--- config.mk ---
export PLATFORM = sky130hd
export DESIGN_NAME = uart_rx_param
export DESIGN_NICKNAME = d
export VERILOG_FILES = /design/src/rtl/uart_rx_param.sv
export SDC_FILE = /design/constraint.sdc
export NUM_CORES = 1
export LEC_CHECK = 0
export ABC_AREA = 1
export BUFFER_PORTS_ARGS = -buffer_cell sky130_fd_sc_hd__buf_2
export CAP_MARGIN = 20
export CORE_MARGIN = 2
export CORE_UTILIZATION = 48
export CTS_CLUSTER_SIZE = 20
export DETAILED_ROUTE_END_ITERATION = 10
export MAX_ROUTING_LAYER = met4
export PLACE_DENSITY = 0.67
export SYNTH_ARGS = -nofsm -noshare
export SYNTH_HDL_FRONTEND = slang
export SYNTH_SLANG_ARGS = --single-unit
--- constraint.sdc ---
create_clock -name i_clk -period 1.9 [get_ports i_clk]
set_input_delay 0.19 -clock i_clk [delete_from_list [all_inputs] [get_ports i_clk]]
set_output_delay 0.19 -clock i_clk [all_outputs]
set_load 0.005 [all_outputs]
--- src/rtl/uart_rx_param.sv ---
// Parametrised UART receiver: 2-flop synchroniser, mid-bit sampling on an external oversample
// tick, valid/ready delivery with sticky overrun. Define UART_RX_MAJORITY_EN for 3-sample voting.
module uart_rx_param #(
    parameter int DATA_BITS   = 8,
    parameter int PARITY_MODE = 0,
    parameter int STOP_BITS   = 1,
    parameter int OVERSAMPLE  = 16
) (
    input  logic                 i_clk,
    input  logic                 i_rst_n,
    input  logic                 i_tick,
    input  logic                 i_rx,
    input  logic                 i_rdy,
    output logic [DATA_BITS-1:0] o_data,
    output logic                 o_valid,
    output logic                 o_parity_err,
    output logic                 o_frame_err,
    output logic                 o_overrun,
    output logic                 o_busy
);
    localparam int TW = $clog2(OVERSAMPLE);
    localparam logic [TW-1:0] TICK_LAST = TW'(OVERSAMPLE - 1);
    localparam logic [TW-1:0] TICK_MID  = TW'(OVERSAMPLE / 2);
    localparam logic [TW-1:0] TICK_DEC  = TW'(OVERSAMPLE / 2 + 1);
    localparam logic [3:0]    DATA_LAST = 4'(DATA_BITS - 1);
    localparam logic [3:0]    STOP_LAST = 4'(STOP_BITS - 1);

    typedef enum logic [2:0] {
        S_IDLE, S_START, S_DATA, S_PARITY, S_STOP, S_DONE
    } state_t;

    state_t               r_state, w_state_nxt;
    logic                 r_sync1, r_rx_s;
    logic [TW-1:0]        r_tick_cnt;
    logic [3:0]           r_bit_cnt;
    logic [DATA_BITS-1:0] r_shift;
    logic                 r_par_err, r_frm_err;
    logic                 w_decide, w_bit, w_start_seen;

    always_ff @(posedge i_clk or negedge i_rst_n) begin
        if (!i_rst_n) begin
            r_sync1 <= 1'b1;
            r_rx_s  <= 1'b1;
        end else begin
            r_sync1 <= i_rx;
            r_rx_s  <= r_sync1;
        end
    end

    // Tick counter holds the position of the next tick inside the current bit period;
    // the start-detect tick is position 0, so it continues across bit boundaries.
    always_ff @(posedge i_clk or negedge i_rst_n) begin
        if (!i_rst_n) begin
            r_tick_cnt <= '0;
        end else if (r_state == S_IDLE) begin
            r_tick_cnt <= w_start_seen ? TW'(1) : '0;
        end else if (i_tick) begin
            r_tick_cnt <= (r_tick_cnt == TICK_LAST) ? '0 : r_tick_cnt + TW'(1);
        end
    end

`ifdef UART_RX_MAJORITY_EN
    localparam logic [TW-1:0] TICK_PRE = TW'(OVERSAMPLE / 2 - 1);
    logic r_samp_a, r_samp_b;

    always_ff @(posedge i_clk or negedge i_rst_n) begin
        if (!i_rst_n) begin
            r_samp_a <= 1'b1;
            r_samp_b <= 1'b1;
        end else if (i_tick) begin
            if (r_tick_cnt == TICK_PRE) r_samp_a <= r_rx_s;
            if (r_tick_cnt == TICK_MID) r_samp_b <= r_rx_s;
        end
    end

    // Third vote is the live sample at the decision tick.
    assign w_bit = (r_samp_a & r_samp_b) | (r_samp_a & r_rx_s) | (r_samp_b & r_rx_s);
`else
    logic r_samp_a;

    always_ff @(posedge i_clk or negedge i_rst_n) begin
        if (!i_rst_n) begin
            r_samp_a <= 1'b1;
        end else if (i_tick && r_tick_cnt == TICK_MID) begin
            r_samp_a <= r_rx_s;
        end
    end

    assign w_bit = r_samp_a;
`endif

    assign w_start_seen = i_tick & ~r_rx_s;
    assign w_decide     = i_tick && (r_tick_cnt == TICK_DEC);
    assign o_busy       = (r_state != S_IDLE);

    always_ff @(posedge i_clk or negedge i_rst_n) begin
        if (!i_rst_n) r_state <= S_IDLE;
        else          r_state <= w_state_nxt;
    end

    always_comb begin
        w_state_nxt = r_state;
        case (r_state)
            S_IDLE:   if (w_start_seen) w_state_nxt = S_START;
            S_START:  if (w_decide) w_state_nxt = w_bit ? S_IDLE : S_DATA;
            S_DATA:   if (w_decide && r_bit_cnt == DATA_LAST)
                          w_state_nxt = (PARITY_MODE != 0) ? S_PARITY : S_STOP;
            S_PARITY: if (w_decide) w_state_nxt = S_STOP;
            S_STOP:   if (w_decide && r_bit_cnt == STOP_LAST) w_state_nxt = S_DONE;
            S_DONE:   w_state_nxt = S_IDLE;
            default:  w_state_nxt = S_IDLE;
        endcase
    end

    always_ff @(posedge i_clk or negedge i_rst_n) begin
        if (!i_rst_n) begin
            r_bit_cnt <= '0;
            r_shift   <= '0;
            r_par_err <= 1'b0;
            r_frm_err <= 1'b0;
        end else if (w_decide) begin
            case (r_state)
                S_START: begin
                    r_bit_cnt <= '0;
                    r_par_err <= 1'b0;
                    r_frm_err <= 1'b0;
                end
                S_DATA: begin
                    r_shift   <= {w_bit, r_shift[DATA_BITS-1:1]};
                    r_bit_cnt <= (r_bit_cnt == DATA_LAST) ? '0 : r_bit_cnt + 4'd1;
                end
                S_PARITY: r_par_err <= (PARITY_MODE == 1) ? ~(^r_shift ^ w_bit) : (^r_shift ^ w_bit);
                S_STOP: begin
                    r_bit_cnt <= r_bit_cnt + 4'd1;
                    if (!w_bit) r_frm_err <= 1'b1;
                end
                default: ;
            endcase
        end
    end

    // A frame finishing while the previous word is still held (and not being taken) is dropped.
    always_ff @(posedge i_clk or negedge i_rst_n) begin
        if (!i_rst_n) begin
            o_data       <= '0;
            o_valid      <= 1'b0;
            o_parity_err <= 1'b0;
            o_frame_err  <= 1'b0;
            o_overrun    <= 1'b0;
        end else if (r_state == S_DONE) begin
            if (!o_valid || i_rdy) begin
                o_data       <= r_shift;
                o_parity_err <= r_par_err;
                o_frame_err  <= r_frm_err;
                o_valid      <= 1'b1;
                o_overrun    <= 1'b0;
            end else begin
                o_overrun    <= 1'b1;
            end
        end else if (o_valid && i_rdy) begin
            o_valid   <= 1'b0;
            o_overrun <= 1'b0;
        end
    end
endmodule

==> summary.txt <==
Run status
  – Status: complete, but fails checks
  – Failing checks: hold timing

Global routing
  – Global Route Usage Sum: between 15 and 20%
  – Vias in the first global route: between 1,000 and 1,500
  – Total grt overflow: 0
  – Pin count of the biggest net entering global routing: 37
  – Initial antenna violation count: 0
  – Global-route wire length before repair: about 6 mm

Critical path
  – Worst r2r path cells: 7
  – Crit path to: r_shift[1]
  – CP most frequent cell: inv_1
  – Crit path capture type: register
  – FF-to-FF Start: r_tick_cnt[1]
  – Crit-path max cell delay: ~0.4 ns
  – CP Data Arrival Time: 1.68 ns
  – Slowest-stage cell, CP: dfrtp_1
  – Crit-path cells: inv_1 > ha_1 > inv_1 > nor2_4 > nand3_2 > nand2_1 > o21ai_2
  – Startpoint Class: register
  – Largest fanout on the critical path: 16
  – Reg2reg end: r_shift[1]
  – Path type of the worst setup path: register to register
  – Worst reg2reg setup slack: 0.38 ns
  – WP data required: 2.06 ns
  – Critical Path Source: r_tick_cnt[1]

Logic synthesis
  – Share of the synthesized area in the top cell type: 43.4%
  – Post-Syn Instances: 234
  – Post-synth EDFFs: 0
  – Synth Register Bits: 36
  – Synth Warn #: 0
  – Synthesized area: 1900 sq um
  – Synth cell types: 24
  – Async S/R FF share, synth: 100%
  – Syn nets: between 200 and 250
  – Synth Flop Type: dfrtp_1
  – Synth area leaders: dfrtp_1, nand2_1, o21ai_2, inv_1, dfstp_2
  – Avg Inst Size Synth: between 8 and 9 sq um
  – Seq/Total Area, Yosys: between 40 and 50%
  – Post-synth top area cell: dfrtp_1

Power
  – Leakage power: 0.00108 uW
  – VDD IR max: roughly 0.71 mV
  – Power per cell area: around 1200 nW/um^2

Cells and area
  – N_diodes: 0
  – Fillers: between 300 and 400
  – Area Overhead vs Synth: 11.7%
  – Post-Layout Cell Count: around 310
  – Final #Nets: roughly 270
  – Share of layout cells above drive strength 1: 22.1%

STA
  – Clock Skew: about 0.0035 ns
  – RSZ-0062 raised after global routing: false
  – Hold Fails Final Rpt: 33
  – Peak Freq: roughly 660 MHz
  – Period utilization: between 80% and 90%
  – Slew HR: a little under half
  – Final setup vio count: 0
  – Min Tclk post-route: 1.52 ns
  – Final setup TNS: 0 ns
  – Pins Over Slew Limit: 0
  – Min Hold Slack: -0.0127 ns
  – Worst Tran Pin Value: between 0.7 and 0.8 ns

Route
  – TritonRoute pass-1 iters: 4
  – ANT nets after route: 0
  – DRC: 0
  – DR vias: approximately 1,500
  – Routed WL: 3.21 mm
  – Detailed-route wire length per cell: ~10 microns
  – Vias per std cell: 4.80
  – Starting DRC count in detailed routing: around 130

Clock network
  – Cts repair resizes: 0
  – Sink Count: 36
  – Clock Latency Late Sink: 0.28 ns
  – Hold Buf Count CTS: 1
  – TritonCTS clock tree: yes
  – H-tree Lvls: 2
  – Clock Tree Root: clkbuf_8
  – CTS max path bufs: 2
  – Reg clk slew, reported paths: ~0.070 ns
  – CTS Buf Count: 5
  – Postcts setup bufs: 0

Hold path
  – Hold crit path type: input pin to async pin

Placed design
  – Placed instance count: 297
  – GP Congestion: 0.880
  – Number of port buffers: 17
  – Dpl hpwl: about 2.4 mm

Floorplanning
  – Die area: between 4000 and 5000 sq um
  – Die X-Extent: approximately 67 microns
  – I/O pin count: 18
  – Num rows: 22
  – Die Y: 66.9 microns
  – CORE AREA: 3740 sq um
  – Initial Util: between 50% and 60%

Job
  – Max_cap viols: 0
==> registers in the layout, summed over array words and instances, names as in the netlist <==
register	flops
r_tick_cnt	4
r_rx_s	1
o_parity_err	1
o_frame_err	1
r_bit_cnt	4
r_par_err	1
r_state	3
r_shift	8
o_valid	1
r_frm_err	1
r_sync1	1
o_data	8
r_samp_a	1
o_overrun	1
==> Yosys cell counts, types with 3 or more instances <==
cell	number
inv_2	3
nor2_1	11
dfrtp_1	33
dfstp_2	3
o21ai_1	3
o21ai_2	16
nand2_1	81
nand3_1	15
inv_1	30
a21oi_1	4
o21ai_0	8
nand3_2	3
nand2_2	3
ha_1	5
==> per-layer routing <==
layer	vias to the layer above	routed length, microns	GRT usage [%]
li1	787	-	-
met1	645	1650	23.7
met2	31	1370	26.6
met3	5	138	6.59
met4	0	47	6.63
met5	-	0	-
==> per-stage QoR <==
step | setup slack [ns] | area (sq um) | power (uW) | utilization, % | hold WS [ns]
6_report | 0.376 | 2120 | 2470 | 56.8 | -0.0127
2_1_floorplan | 0.588 | 1900 | 1720 | - | -0.106
3_3_place_gp | 0.398 | 2020 | 1930 | 54.1 | 0.295
5_1_grt | 0.160 | 2120 | 2720 | 56.8 | 0.0559
3_5_place_dp | 0.362 | 2020 | 1950 | 54.1 | 0.299
4_1_cts | 0.338 | 2120 | 2510 | 56.8 | 0.0167
==> power breakdown <==
group,total [uW],internal [uW],switching [uW]
clock network,544,295,249
logic,790,317,474
registers,1140,991,147
total,2470,1600,870
==> placed cells by master (no fill, tap or decap) <==
master / count
nand4_1: 2
a21oi_2: 1
inv_1: 30
xor2_1: 1
ha_1: 5
nor2_1: 11
a31oi_1: 2
nor3_2: 1
clkbuf_8: 6
buf_2: 17
dfstp_2: 3
o21ai_1: 3
o21ai_2: 16
o22ai_1: 1
a21oi_1: 4
nand3_2: 3
dlygate4sd3_1: 1
dfrtp_1: 33
nand2_1: 81
nor2_2: 2
nand3_1: 15
inv_2: 3
nor2_4: 2
nor3_1: 2
clkbuf_1: 2
o21ai_0: 8
nand2_2: 3
==> how the worst min path moves through the flow <==
stage | to | slack (ns)
floorplan | o_data[0] | -0.11
global placement | r_sync1 | 0.29
detailed placement | r_sync1 | 0.30
CTS | o_frame_err | 0.02
global route | o_data[6] | 0.06
finish | o_data[1] | -0.01
==> cell type report <==
type,count,area (sq um),area share [%]
flip-flops and latches,36,905,42.6
multi-input cells,163,851,40.0
inverters,33,124,5.83
repair buffers,18,95.1,4.48
clock buffers,8,90.1,4.24
well taps,48,60.1,2.83
==> cells by family (layout without fill, tap and decap cells) <==
logic type,after synthesis,in the layout,synth area share (%)
and+or+nand+nor,122,122,28.2
AOI/OAI and AO/OA,35,35,12.8
xor gates and xnor gates,1,1,0.461
adders and majority gates,5,5,3.29
DFF,36,36,47.6
buffers and inverters,35,59,7.70
==> critical path, delay by kind of cell, from the launching register on <==
kind / cells / cell delay [ns]
AO/OA/AOI/OAI: 1 / 0.07
adder cells (fa/ha/maj): 1 / 0.14
buffers and inverters: 2 / 0.14
flip-flops: 1 / 0.39
AND/OR/NAND/NOR: 3 / 0.65
Note: power is estimated with default switching activity, not from simulation.
